[src/rtl/ifu_fetch_ctrl.sv]
// Single-outstanding fetch sequencer that owns the PC. inst_valid rises one cycle after the memory
// response and holds until decode accepts it; redirects squash any fetch already in flight.
module ifu_fetch_ctrl #(
  parameter logic [31:0] RESET_PC = 32'h8000_0000,
  parameter int unsigned CNT_W    = 32
) (
  input  logic             clk,
  input  logic             rst,
  output logic             imem_req_valid,
  input  logic             imem_req_ready,
  output logic [31:0]      imem_req_addr,
  input  logic             imem_rsp_valid,
  input  logic [31:0]      imem_rsp_data,
  output logic             inst_valid,
  input  logic             inst_ready,
  output logic [31:0]      inst,
  output logic [31:0]      inst_pc,
  output logic [31:0]      inst_pc4,
  input  logic             redirect_valid,
  input  logic [31:0]      redirect_pc,
  input  logic             halt,
  output logic             halted,
  output logic             err_misalign,
  output logic [31:0]      err_pc,
  output logic [CNT_W-1:0] fetch_count
);

  typedef enum logic [1:0] {S_REQ, S_WAIT, S_HOLD, S_HALT} state_e;

  state_e           state_q, state_d;
  logic [31:0]      pc_q, pc_d;
  logic             drop_q, drop_d;
  logic             hpend_q, hpend_d;
  logic [31:0]      inst_q, inst_d;
  logic [31:0]      inst_pc_q, inst_pc_d;
  logic [CNT_W-1:0] cnt_q, cnt_d;
  logic             err_q, err_d;
  logic [31:0]      err_pc_q, err_pc_d;

  logic halt_req, req_fire, inst_fire, redir_mis, redir_ok;

  assign halt_req  = halt | hpend_q;
  assign redir_mis = redirect_valid && (redirect_pc[1:0] != 2'b00);
  assign redir_ok  = redirect_valid && (redirect_pc[1:0] == 2'b00);

  // A pending halt withholds the request so no response can arrive after HALT is entered.
  assign imem_req_valid = !rst && (state_q == S_REQ) && !halt_req;
  assign imem_req_addr  = pc_q;
  assign inst_valid     = !rst && (state_q == S_HOLD);
  assign halted         = !rst && (state_q == S_HALT);
  assign inst           = inst_q;
  assign inst_pc        = inst_pc_q;
  assign inst_pc4       = inst_pc_q + 32'd4;
  assign err_misalign   = err_q;
  assign err_pc         = err_pc_q;
  assign fetch_count    = cnt_q;

  assign req_fire  = imem_req_valid && imem_req_ready;
  assign inst_fire = inst_valid && inst_ready;

  always_comb begin
    state_d   = state_q;
    pc_d      = pc_q;
    drop_d    = drop_q;
    hpend_d   = hpend_q;
    inst_d    = inst_q;
    inst_pc_d = inst_pc_q;
    cnt_d     = cnt_q;
    err_d     = err_q;
    err_pc_d  = err_pc_q;

    if (inst_fire) cnt_d = cnt_q + CNT_W'(1);

    if (state_q != S_HALT) begin
      if (halt) hpend_d = 1'b1;
      if (redir_mis) begin
        err_d    = 1'b1;
        err_pc_d = redirect_pc;
        state_d  = S_HALT;
      end else if (redir_ok) begin
        pc_d = redirect_pc;
        unique case (state_q)
          S_REQ: begin
            if (req_fire) begin
              state_d = S_WAIT;
              drop_d  = 1'b1;
            end
          end
          S_WAIT: begin
            if (imem_rsp_valid) begin
              state_d = S_REQ;
              drop_d  = 1'b0;
            end else begin
              drop_d = 1'b1;
            end
          end
          S_HOLD:  state_d = S_REQ;
          default: state_d = state_q;
        endcase
      end else begin
        unique case (state_q)
          S_REQ: begin
            if (halt_req)            state_d = S_HALT;
            else if (imem_req_ready) state_d = S_WAIT;
          end
          S_WAIT: begin
            if (imem_rsp_valid) begin
              if (drop_q || halt_req) begin
                drop_d  = 1'b0;
                state_d = halt_req ? S_HALT : S_REQ;
              end else begin
                inst_d    = imem_rsp_data;
                inst_pc_d = pc_q;
                state_d   = S_HOLD;
              end
            end
          end
          S_HOLD: begin
            if (inst_ready) begin
              pc_d    = pc_q + 32'd4;
              state_d = halt_req ? S_HALT : S_REQ;
            end
          end
          default: state_d = state_q;
        endcase
      end
    end
  end

  always_ff @(posedge clk) begin
    if (rst) begin
      state_q   <= S_REQ;
      pc_q      <= RESET_PC;
      drop_q    <= 1'b0;
      hpend_q   <= 1'b0;
      inst_q    <= 32'd0;
      inst_pc_q <= 32'd0;
      cnt_q     <= '0;
      err_q     <= 1'b0;
      err_pc_q  <= 32'd0;
    end else begin
      state_q   <= state_d;
      pc_q      <= pc_d;
      drop_q    <= drop_d;
      hpend_q   <= hpend_d;
      inst_q    <= inst_d;
      inst_pc_q <= inst_pc_d;
      cnt_q     <= cnt_d;
      err_q     <= err_d;
      err_pc_q  <= err_pc_d;
    end
  end

endmodule

[config.mk]
export PLATFORM = sky130hd
export DESIGN_NAME = ifu_fetch_ctrl
export DESIGN_NICKNAME = d
export VERILOG_FILES = /design/src/rtl/ifu_fetch_ctrl.sv
export SDC_FILE = /design/constraint.sdc
export NUM_CORES = 1
export LEC_CHECK = 0
export ABC_AREA = 1
export CAP_MARGIN = 20
export CELL_PAD_IN_SITES_DETAIL_PLACEMENT = 1
export CELL_PAD_IN_SITES_GLOBAL_PLACEMENT = 1
export CORE_MARGIN = 2
export CORE_UTILIZATION = 30
export DETAILED_ROUTE_END_ITERATION = 10
export DONT_BUFFER_PORTS = 1
export PLACE_DENSITY = 0.66
export SYNTH_ARGS = -nofsm -noshare
export SYNTH_HDL_FRONTEND = slang
export SYNTH_SLANG_ARGS = --single-unit
[constraint.sdc]
create_clock -name clk -period 2 [get_ports clk]
set_input_delay 0.3 -clock clk [delete_from_list [all_inputs] [get_ports clk]]
set_output_delay 0.3 -clock clk [all_outputs]
set_load 0.01 [all_outputs]
# Word level (Yosys, flattened, before mapping)
# Index checks and enable logic that the tools add are counted.
totals:
  word_cells: 74
  output_inout_bits: 196
  ff_bits: 165
op_classes:
  n_addsub: 3
  reduce_logical: 27
  n_eq_ne: 9
  bitwise: 4
  mux: 22
op_table:
  columns: ["op", "n"]
  rows:
  - ["$mux W32", 3]
  - ["$add A32 B3 Y32 const B", 2]
  - ["$add A32 B1 Y32 const B", 1]
  - ["$mux W2", 10]
  - ["$reduce_bool A2 Y1", 7]
  - ["$pmux W2 S3", 2]
  - ["$reduce_and A6 Y1", 2]
  - ["$logic_and A1 B1 Y1", 8]
  - ["$ne A4 B4 Y1 const B", 2]
  - ["$reduce_and A7 Y1", 1]
  - ["$mux W1", 6]
  - ["$ne A3 B3 Y1 const B", 2]
  - ["$ne A5 B5 Y1 const B", 1]
  - ["$eq A2 B2 Y1 const B", 2]
  - ["$logic_not A2 Y1", 2]
  - ["$reduce_and A2 Y1", 2]
  - ["$reduce_and A4 Y1", 1]
  - ["$reduce_bool A4 Y1", 1]
  - ["$not A1 Y1", 3]
  - ["$eq A2 B1 Y1 const B", 1]
  - ["$logic_not A1 Y1", 2]
  - ["$ne A2 B2 Y1 const B", 1]
  - ["$pmux W1 S2", 1]
  - ["$logic_or A1 B1 Y1", 1]
  - ["$or A1 B1 Y1", 1]

# Longest topological paths before layout
# Gate-level depths: netlist of the first run.
logic_depth:
  word_depth: 8
  mapped_depth: 11
  ltp_nobuf: 10

# Worst setup path after synthesis of the first run
# OpenSTA, ideal clock, no wires.
synth_path:
  path_type: "register to output"
  startpoint: "register inst_pc_q[2] (netlist: inst_pc[2])"
  endpoint: "output port inst_pc4[20]"
  path_buffers: 0
  arrival_ps: 1616
  stages_incl_launch_ff: 10
  required_time_ps: 1700
  path_slack_ps: 84
  cell_sequence: "dfxtp_1 ha_1 nand3_1 inv_1 nand2_1 nor2_2 nand2_1 nor2_2 nand3_1 xnor2_1"
synth_between:
  elab_chain_len: 1
synth_lines:
  columns: ["element", "line_no", "text"]
  rows:
  - ["start: declaration", "35", "logic [31:0] inst_pc_q, inst_pc_d;"]
  - ["start signal: assignment", "147", "inst_pc_q <= inst_pc_d;"]
  - ["$add A32 B3 Y32", "53", "assign inst_pc4 = inst_pc_q + 32'd4;"]
  - ["end: declaration", "18", "output logic [31:0] inst_pc4,"]
# No other way between the ends.

# Final worst setup path of the first run
layout_path:
  startpoint: "register inst_pc_q[4] (netlist: inst_pc[4])"
  endpoint: "output port inst_pc4[28]"
# The elaborated chain is that of the path after synthesis.

==> metrics, run 1 <==
simple-gate share of the synthesized area 33.4%; total power 8.50 mW; Crit Reg-Reg Endpoint imem_req_addr[18]; Max IR drop VDD 0.432 mV; post-synthesis compound-gate area fraction 14.9%; Worst Path Buf+Inv 2; Max-cap violations 0; CTS H-tree depth 4; power per cell area 745 nW/um^2; antenna violations before repair 0; Buffers on Ports 0; leakage 4.80 nW; Pins Over Slew Limit 0; CTS max path bufs 2; status finished with violations; maximum fanout along the worst path 4; layout net count 1467; mux contribution to synthesized area 0%; area share of xor/xnor cells in the synthesized design 3.42%; relative slew slack 69.2%; crit-path leading delay family simple AND/OR/NAND/NOR gates; measured slew at the worst slew-check pin 0.462 ns; Worst Setup End Kind primary output; r2r setup slk 0.19 ns; Critical R2R Launch imem_req_addr[2]; Worst Skew 0.0143 ns; # fillers 3461; Seq cells post-synth 165; footprint of the multi-input gates 5170 um^2; post-synthesis sequential area ratio 39.1%; Distinct cells, synth 37; largest family of logic cells by synthesized area simple AND/OR/NAND/NOR gates; post-DR vias/cell 5.04; clock insertion delay at the later pin of the skew report 0.43 ns; GRT Overall Usage 22.1%; hpwl dp 23.0 mm; endpoints failing setup 19; synth warn 0; Rows 61; final wirelength 34.6 mm; Final period util 122%; total area of sequential cells 3370 um^2; Hold Path Stages 2; CTS sink count 165; DRT iter0 DRCs 437; first-pass GRT wire length 50.6 mm; global route overflow 0; post-synth net total 1351; Hold EP err_pc[11]; setup tns final -3.03 ns; vias in the first global route 9053; die footprint 29500 um^2; slowest stage delay, CP 0.45 ns; final worst setup slack -0.435 ns; pin count of the biggest net entering global routing 119; Clock Root Buffer clkbuf_16; DR vias 8970; min cycle time layout 2.44 ns; area grow syn2layout 35.0%; clk slew on worst S/H paths 0.07 ns; die width 172 um; Worst setup SP type flip-flop; type of the worst setup path flip-flop to primary output; Fin. Hold Viols 0; Post-Syn Instances 1272; 1st-pass router iterations 5; dpl cells 1672; fmax 0.411 GHz; RSZ-0062 raised after global routing true; Antenna diodes 0; CTS tree done; syn avg cell area 6.64 um^2; Finished Core Util 41.0%; hold path startpoint redirect_pc[11]; mapped cell area 8450 um^2; DRC errors left 0; CP max stage cell nor4_2; wire per inst 19.5 um; routability cong. 0.881; WHS 0.0204 ns; num ports 267; Adder-Cell Fraction of Synth Area 1.18%; Non-Filler Instances 1779; critical-path cell list buf_6 > nand3_1 > nor4_2 > buf_4 > nand3_2 > xor2_2; Worst Path Required 1.70 ns; class of the worst hold path input port to flip-flop; violated checks setup timing; Num CTS Buffers 17; initial core utilization 30.4%; CP Data Arrival Time 2.14 ns; core area 27800 um^2; R2R depth 9; Die H 172 um; share of layout cells above drive strength 1 20.1%; number of routed nets with antenna violations 0
layer usage:
| layer | GRT usage (%) | wire length (um) | up-vias |
|---|---|---|---|
| li1 | - | - | 4349 |
| met1 | 29.1 | 15400 | 4280 |
| met2 | 35.3 | 15700 | 288 |
| met3 | 5.52 | 2490 | 53 |
| met4 | 6.98 | 1020 | 0 |
| met5 | 0 | 0 | - |
cell usage in the layout, fill, tap and decap left out, drive strengths merged:
cell / Yosys / routed
a21oi: 74 / 74
a31oi: 4 / 4
and3: 2 / 2
buf: 25 / 99
bufinv: 0 / 1
clkbuf: 27 / 20
clkinv: 2 / 4
clkinvlp: 0 / 2
dfxtp: 165 / 165
dlygate4sd3: 0 / 49
ha: 8 / 8
inv: 111 / 119
nand2: 259 / 259
nand3: 75 / 75
nand3b: 3 / 3
nand4: 18 / 18
nor2: 281 / 281
nor3: 12 / 12
nor4: 9 / 9
o21a: 5 / 5
o21ai: 140 / 140
o21bai: 11 / 11
o22ai: 2 / 2
o31ai: 3 / 3
or2: 3 / 3
xnor2: 15 / 15
xor2: 18 / 18
through the flow:
| stage | area, um^2 | setup WS (ns) |
|---|---|---|
| final | 11400 | -0.435 |
| after global routing | 11400 | -0.524 |
| after CTS | 11000 | -0.214 |
| after detailed placement | 9280 | 0.0505 |
| after global placement | 9280 | 0.121 |
| after floorplan | 8450 | 0.0836 |
where the power goes:
group	leakage, nW	switching, mW	total [mW]	internal, mW
Combinational	3.16	0.847	1.37	0.528
Clock	0.284	1.56	3.35	1.80
Sequential	1.36	0.276	3.77	3.49
Total	4.80	2.68	8.50	5.82
cell families after synthesis:
logic type / count (synthesis)
compound gates: 239
xor+xnor: 33
fa+ha+maj: 8
buf+inv: 165
flops: 165
simple gates: 662
timing repair:
item,in CTS,in global routing
pin swaps,33,34
buffers inserted,19,10
gates resized for setup,120,72
endpoints found under the hold margin,93,0
cloned,0,1
endpoints found under the setup margin,22,41
hold buffers,50,0
flip-flops by register name (all words and copies together), names as in the netlist:
name / cells
hpend_q: 1
imem_req_addr: 32
drop_q: 1
inst: 32
inst_pc: 32
err_misalign: 1
fetch_count: 32
err_pc: 32
state_q: 2
worst max-delay path by stage:
| stage | endpoint | slack [ns] | from | cells past startpoint |
|---|---|---|---|---|
| 3_5_place_dp | inst_pc4[20] | 0.05 | inst_pc[3] | 10 |
| 6_report | inst_pc4[28] | -0.44 | inst_pc[4] | 6 |
| 3_3_place_gp | inst_pc4[20] | 0.12 | inst_pc[2] | 10 |
| 2_1_floorplan | inst_pc4[20] | 0.08 | inst_pc[2] | 9 |
| 5_1_grt | inst_pc4[28] | -0.52 | inst_pc[7] | 7 |
| 4_1_cts | inst_pc4[20] | -0.21 | inst_pc[2] | 10 |
synth_stat cells (all sizes together):
master,number,area share [%]
nand3b,3,0.27
o21ai,140,8.3
buf,25,1.8
o22ai,2,0.15
xor2,18,1.9
inv,111,4.9
and3,2,0.15
clkinv,2,0.10
o21a,5,0.44
nor2,281,14
xnor2,15,1.6
nor3,12,0.77
dfxtp,165,39
nand3,75,4.9
ha,8,1.2
o21bai,11,1.0
o31ai,3,0.27
clkbuf,27,1.2
a31oi,4,0.30
or2,3,0.22
nor4,9,0.67
a21oi,74,4.4
nand2,259,12
nand4,18,1.3
area by class of cell:
type                            instances  share of cell area (%)
Multi-Input combinational cell        942                    45.3
Sequential cell                       165                    29.5
Timing Repair Buffer                  149                    12.0
Tap cell                              378                    4.15
Clock buffer                           19                    3.88
Inverter                              113                    3.85
Clock inverter                         13                    1.18
No activity file was read; power rests on OpenSTA's default activity.
==> inputs of run 2 (changes only) <==
--- a/config.mk
+++ b/config.mk
@@ -13,7 +13,8 @@
 export CORE_UTILIZATION = 30
 export DETAILED_ROUTE_END_ITERATION = 10
 export DONT_BUFFER_PORTS = 1
-export PLACE_DENSITY = 0.66
+export PLACE_DENSITY = 0.68
+export SKIP_LAST_GASP = 1
 export SYNTH_ARGS = -nofsm -noshare
 export SYNTH_HDL_FRONTEND = slang
 export SYNTH_SLANG_ARGS = --single-unit
==> constraint.sdc (replaced) <==
create_clock -name clk -period 2.2 [get_ports clk]
set_input_delay 0.33 -clock clk [delete_from_list [all_inputs] [get_ports clk]]
set_output_delay 0.33 -clock clk [all_outputs]
set_load 0.01 [all_outputs]
==> metrics, run 2 (synthesis results as in run 1) <==
CTS max path bufs 2; initial core utilization 30.4%; Antenna diodes 0; DR vias 8528; Final period util 100%; CP Data Arrival Time 1.88 ns; Worst Skew 0.0113 ns; relative slew slack 67.9%; clock insertion delay at the later pin of the skew report 0.44 ns; Clock Root Buffer clkbuf_16; endpoints failing setup 1; routability cong. 0.891; area grow syn2layout 20.4%; post-DR vias/cell 5.06; DRT iter0 DRCs 511; pin count of the biggest net entering global routing 119; maximum fanout along the worst path 5; type of the worst setup path flip-flop to primary output; wire per inst 18.8 um; Worst Path Required 1.87 ns; Max-cap violations 0; commonest non-fill, non-tap cell in the layout nor2_1; Worst Setup End Kind primary output; min cycle time layout 2.21 ns; power per cell area 768 nW/um^2; final worst setup slack -0.00795 ns; total power 7.81 mW; 1st-pass router iterations 5; dpl ws 0.205 ns; layout net count 1375; global route overflow 0; CTS tree done; num ports 267; RSZ-0062 raised after global routing true; CTS sink count 165; DRC errors left 0; final wirelength 31.7 mm; GRT Overall Usage 20.9%; class of the worst hold path input port to flip-flop; Buffers on Ports 0; Finished Core Util 36.6%; antenna violations before repair 0; Die H 172 um; # fillers 3542; die width 172 um; leakage 4.14 nW; CTS H-tree depth 4; violated checks setup timing; Worst setup SP type flip-flop; clk slew on worst S/H paths 0.07 ns; Fin. Hold Viols 0; core area 27800 um^2; vias in the first global route 8454; first-pass GRT wire length 47.7 mm; most frequent cells in the layout 255 x nor2_1, 248 x nand2_1, 145 x dfxtp_1; hpwl dp 23.5 mm; Rows 61; die footprint 29500 um^2; setup tns final -0.00795 ns; share of layout cells above drive strength 1 14.8%; measured slew at the worst slew-check pin 0.481 ns; Max IR drop VDD 0.383 mV; number of routed nets with antenna violations 0; Num CTS Buffers 17; fmax 0.453 GHz; status finished with violations; Pins Over Slew Limit 0
## run 2: per-layer routing
metal / GRT usage (%) / part of all wire [%] / up-vias
li1: - / - / 4156
met1: 28.7 / 46 / 4090
met2: 32.6 / 45 / 250
met3: 5.52 / 7.5 / 32
met4: 4.97 / 1.7 / 0
met5: 0 / 0 / -
## run 2: timing repair
| action | 4_1_cts | 5_1_grt |
|---|---|---|
| endpoints found under the hold margin | 43 | 0 |
| pin swaps | 10 | 19 |
| gates resized for setup | 44 | 53 |
| setup endpoints to repair | 16 | 37 |
| buffers inserted | 7 | 1 |
| hold buffers | 1 | 0 |
## run 2: final timing paths
check	from	to	slack, ns	cells after the start
min reg2reg	drop_q	drop_q	0.50	2
max reg2reg	state_q[0]	imem_req_addr[28]	0.25	11
min	redirect_pc[8]	err_pc[8]	0.03	2
max	inst_pc[5]	inst_pc4[31]	-0.008	6
## run 2: through the flow
step / cell area (um^2) / std cells / hold WS [ns]
after floorplan: 8450 / 1272 / 0.461
after global placement: 9080 / 1646 / 0.409
after detailed placement: 9080 / 1646 / 0.411
after CTS: 9950 / 1686 / 0.0124
after global routing: 10200 / 1687 / 0.0201
final: 10200 / 1687 / 0.0256
## run 2: final cells by class
type | instances | area [um^2] | area share (%)
inverters | 113 | 425 | 4.18
multi-input cells | 942 | 4780 | 47.0
flip-flops and latches | 165 | 3360 | 33.0
clock buffers | 19 | 443 | 4.35
well taps | 378 | 473 | 4.65
clock inverters | 13 | 198 | 1.94
repair buffers | 57 | 498 | 4.89
## run 2: worst max-delay path, stage by stage, from the launching register on
cell and delay, ns:
dfxtp_2 0.43, nand2_1 0.15, nor2_4 0.19, nand3_1 0.13
nor2_1 0.22, nand2_1 0.13, xnor2_2 0.20
## run 2: power by group
part | internal [mW] | switching [mW]
sequential | 3.18 | 0.265
clock | 1.96 | 1.38
combinational | 0.356 | 0.682
total | 5.49 | 2.32
==> inputs of run 3 (changes only) <==
--- a/config.mk
+++ b/config.mk
@@ -10,10 +10,10 @@
 export CELL_PAD_IN_SITES_DETAIL_PLACEMENT = 1
 export CELL_PAD_IN_SITES_GLOBAL_PLACEMENT = 1
 export CORE_MARGIN = 2
-export CORE_UTILIZATION = 30
+export CORE_UTILIZATION = 36
 export DETAILED_ROUTE_END_ITERATION = 10
 export DONT_BUFFER_PORTS = 1
-export PLACE_DENSITY = 0.68
+export PLACE_DENSITY = 0.71
 export SKIP_LAST_GASP = 1
 export SYNTH_ARGS = -nofsm -noshare
 export SYNTH_HDL_FRONTEND = slang
==> metrics, run 3 (synthesis results as in run 1) <==
status complete, no violations; final worst setup slack 0.00514 ns; Rows 56; RSZ-0062 raised after global routing true; most frequent cells in the layout 254 x nor2_1, 251 x nand2_1, 140 x dfxtp_1; routability cong. 0.876; num ports 267; CTS tree done; setup tns final 0 ns; initial core utilization 36.3%; power per cell area 760 nW/um^2; layout net count 1372; min cycle time layout 2.19 ns; relative slew slack 64.4%; leakage 4.07 nW; dpl ws 0.152 ns; GRT Overall Usage 23.6%; footprint of the multi-input gates 4750 um^2; Max IR drop VDD 0.513 mV; maximum fanout along the worst path 4; CTS sink count 165; post-layout instance area 9990 um^2; hpwl dp 22.1 mm; type of the worst setup path flip-flop to primary output; CTS H-tree depth 4; Pins Over Slew Limit 0; global route overflow 0; Fin. Hold Viols 0; share of layout cells above drive strength 1 14.5%; antenna violations before repair 0; area grow syn2layout 18.3%; class of the worst hold path input port to flip-flop; number of routed nets with antenna violations 0; vias in the first global route 8488; CP Data Arrival Time 1.86 ns; WHS 0.0297 ns; Final period util 99.8%; DR vias 8513; Die H 157 um; clk slew on worst S/H paths 0.07 ns; # fillers 3020; die footprint 24700 um^2; Worst Setup End Kind primary output; CTS max path bufs 2; post-DR vias/cell 5.24; Buffers on Ports 0; Max-cap violations 0; fmax 0.456 GHz; total area of sequential cells 3360 um^2; measured slew at the worst slew-check pin 0.534 ns; Num CTS Buffers 17; Worst Path Required 1.87 ns; final wirelength 30.0 mm; endpoints failing setup 0; commonest non-fill, non-tap cell in the layout nor2_1; wire per inst 18.4 um; Worst setup SP type flip-flop; Antenna diodes 0; clock insertion delay at the later pin of the skew report 0.44 ns; pin count of the biggest net entering global routing 119; Post-DP Area 8960 um^2; 1st-pass router iterations 4; core area 23300 um^2; DRT iter0 DRCs 542; Clock Root Buffer clkbuf_16; Finished Core Util 43.0%; die width 157 um; DRC errors left 0; first-pass GRT wire length 45.8 mm; Worst Skew 0.0277 ns
-- run 3: changes by cell type in the layout (fill, tap and decap cells not counted), sizes merged --
cell    delta
inv        +5
clkinv     -3
bufinv     -2
buf        -3
-- run 3: critical path, cell delays in order, from the launching register on --
cell,delay [ns]
dfxtp_4,0.39
ha_4,0.16
nand3_4,0.07
inv_2,0.07
nand2_4,0.05
nor2_4,0.09
nand2_2,0.08
nor2_4,0.14
nand3_2,0.10
xnor2_2,0.14
buf_4,0.14
-- run 3: layer usage --
| layer | GRT usage, % | vias to the layer above | wire, um | part of all wire, % |
|---|---|---|---|---|
| li1 | - | 4147 | - | - |
| met1 | 32.0 | 4099 | 13800 | 46 |
| met2 | 36.7 | 234 | 13600 | 45 |
| met3 | 6.36 | 33 | 2090 | 7.0 |
| met4 | 6.58 | 0 | 470 | 1.6 |
| met5 | 0 | - | 0 | 0 |
-- run 3: worst paths after layout --
| path | from | to | slack, ns | cells past startpoint |
|---|---|---|---|---|
| hold reg to reg | drop_q | drop_q | 0.50 | 2 |
| setup / recovery | inst_pc[2] | inst_pc4[20] | 0.005 | 10 |
| hold / removal | imem_rsp_data[5] | inst[5] | 0.03 | 2 |
| setup reg to reg | state_q[0] | fetch_count[31] | 0.25 | 9 |
-- run 3: timing repair --
action,in CTS,in global routing
setup buffers,6,2
gates resized for setup,40,57
gates cloned,0,0
endpoints found under the hold margin,43,0
hold buffers,1,0
pin swaps,6,22
setup endpoints to repair,17,22
-- run 3: cell type report --
| class | count | area share (%) |
|---|---|---|
| Clock buffer | 19 | 4.33 |
| Timing Repair Buffer | 54 | 4.55 |
| Tap cell | 319 | 3.99 |
| Multi-Input combinational cell | 942 | 47.6 |
| Sequential cell | 165 | 33.7 |
| Inverter | 113 | 4.28 |
| Clock inverter | 13 | 1.62 |
-- run 3: per-stage QoR --
step / instances / power [mW]
finish: 1625 / 7.59
floorplan: 1272 / 4.16
global route: 1625 / 7.95
CTS: 1623 / 7.65
detailed placement: 1584 / 4.49
global placement: 1584 / 4.46
-- run 3: report_power, final --
part	switching [mW]	leakage, nW	total [mW]	internal (mW)
registers	0.268	1.36	3.44	3.18
logic	0.667	2.43	1.02	0.352
clock network	1.41	0.285	3.13	1.72
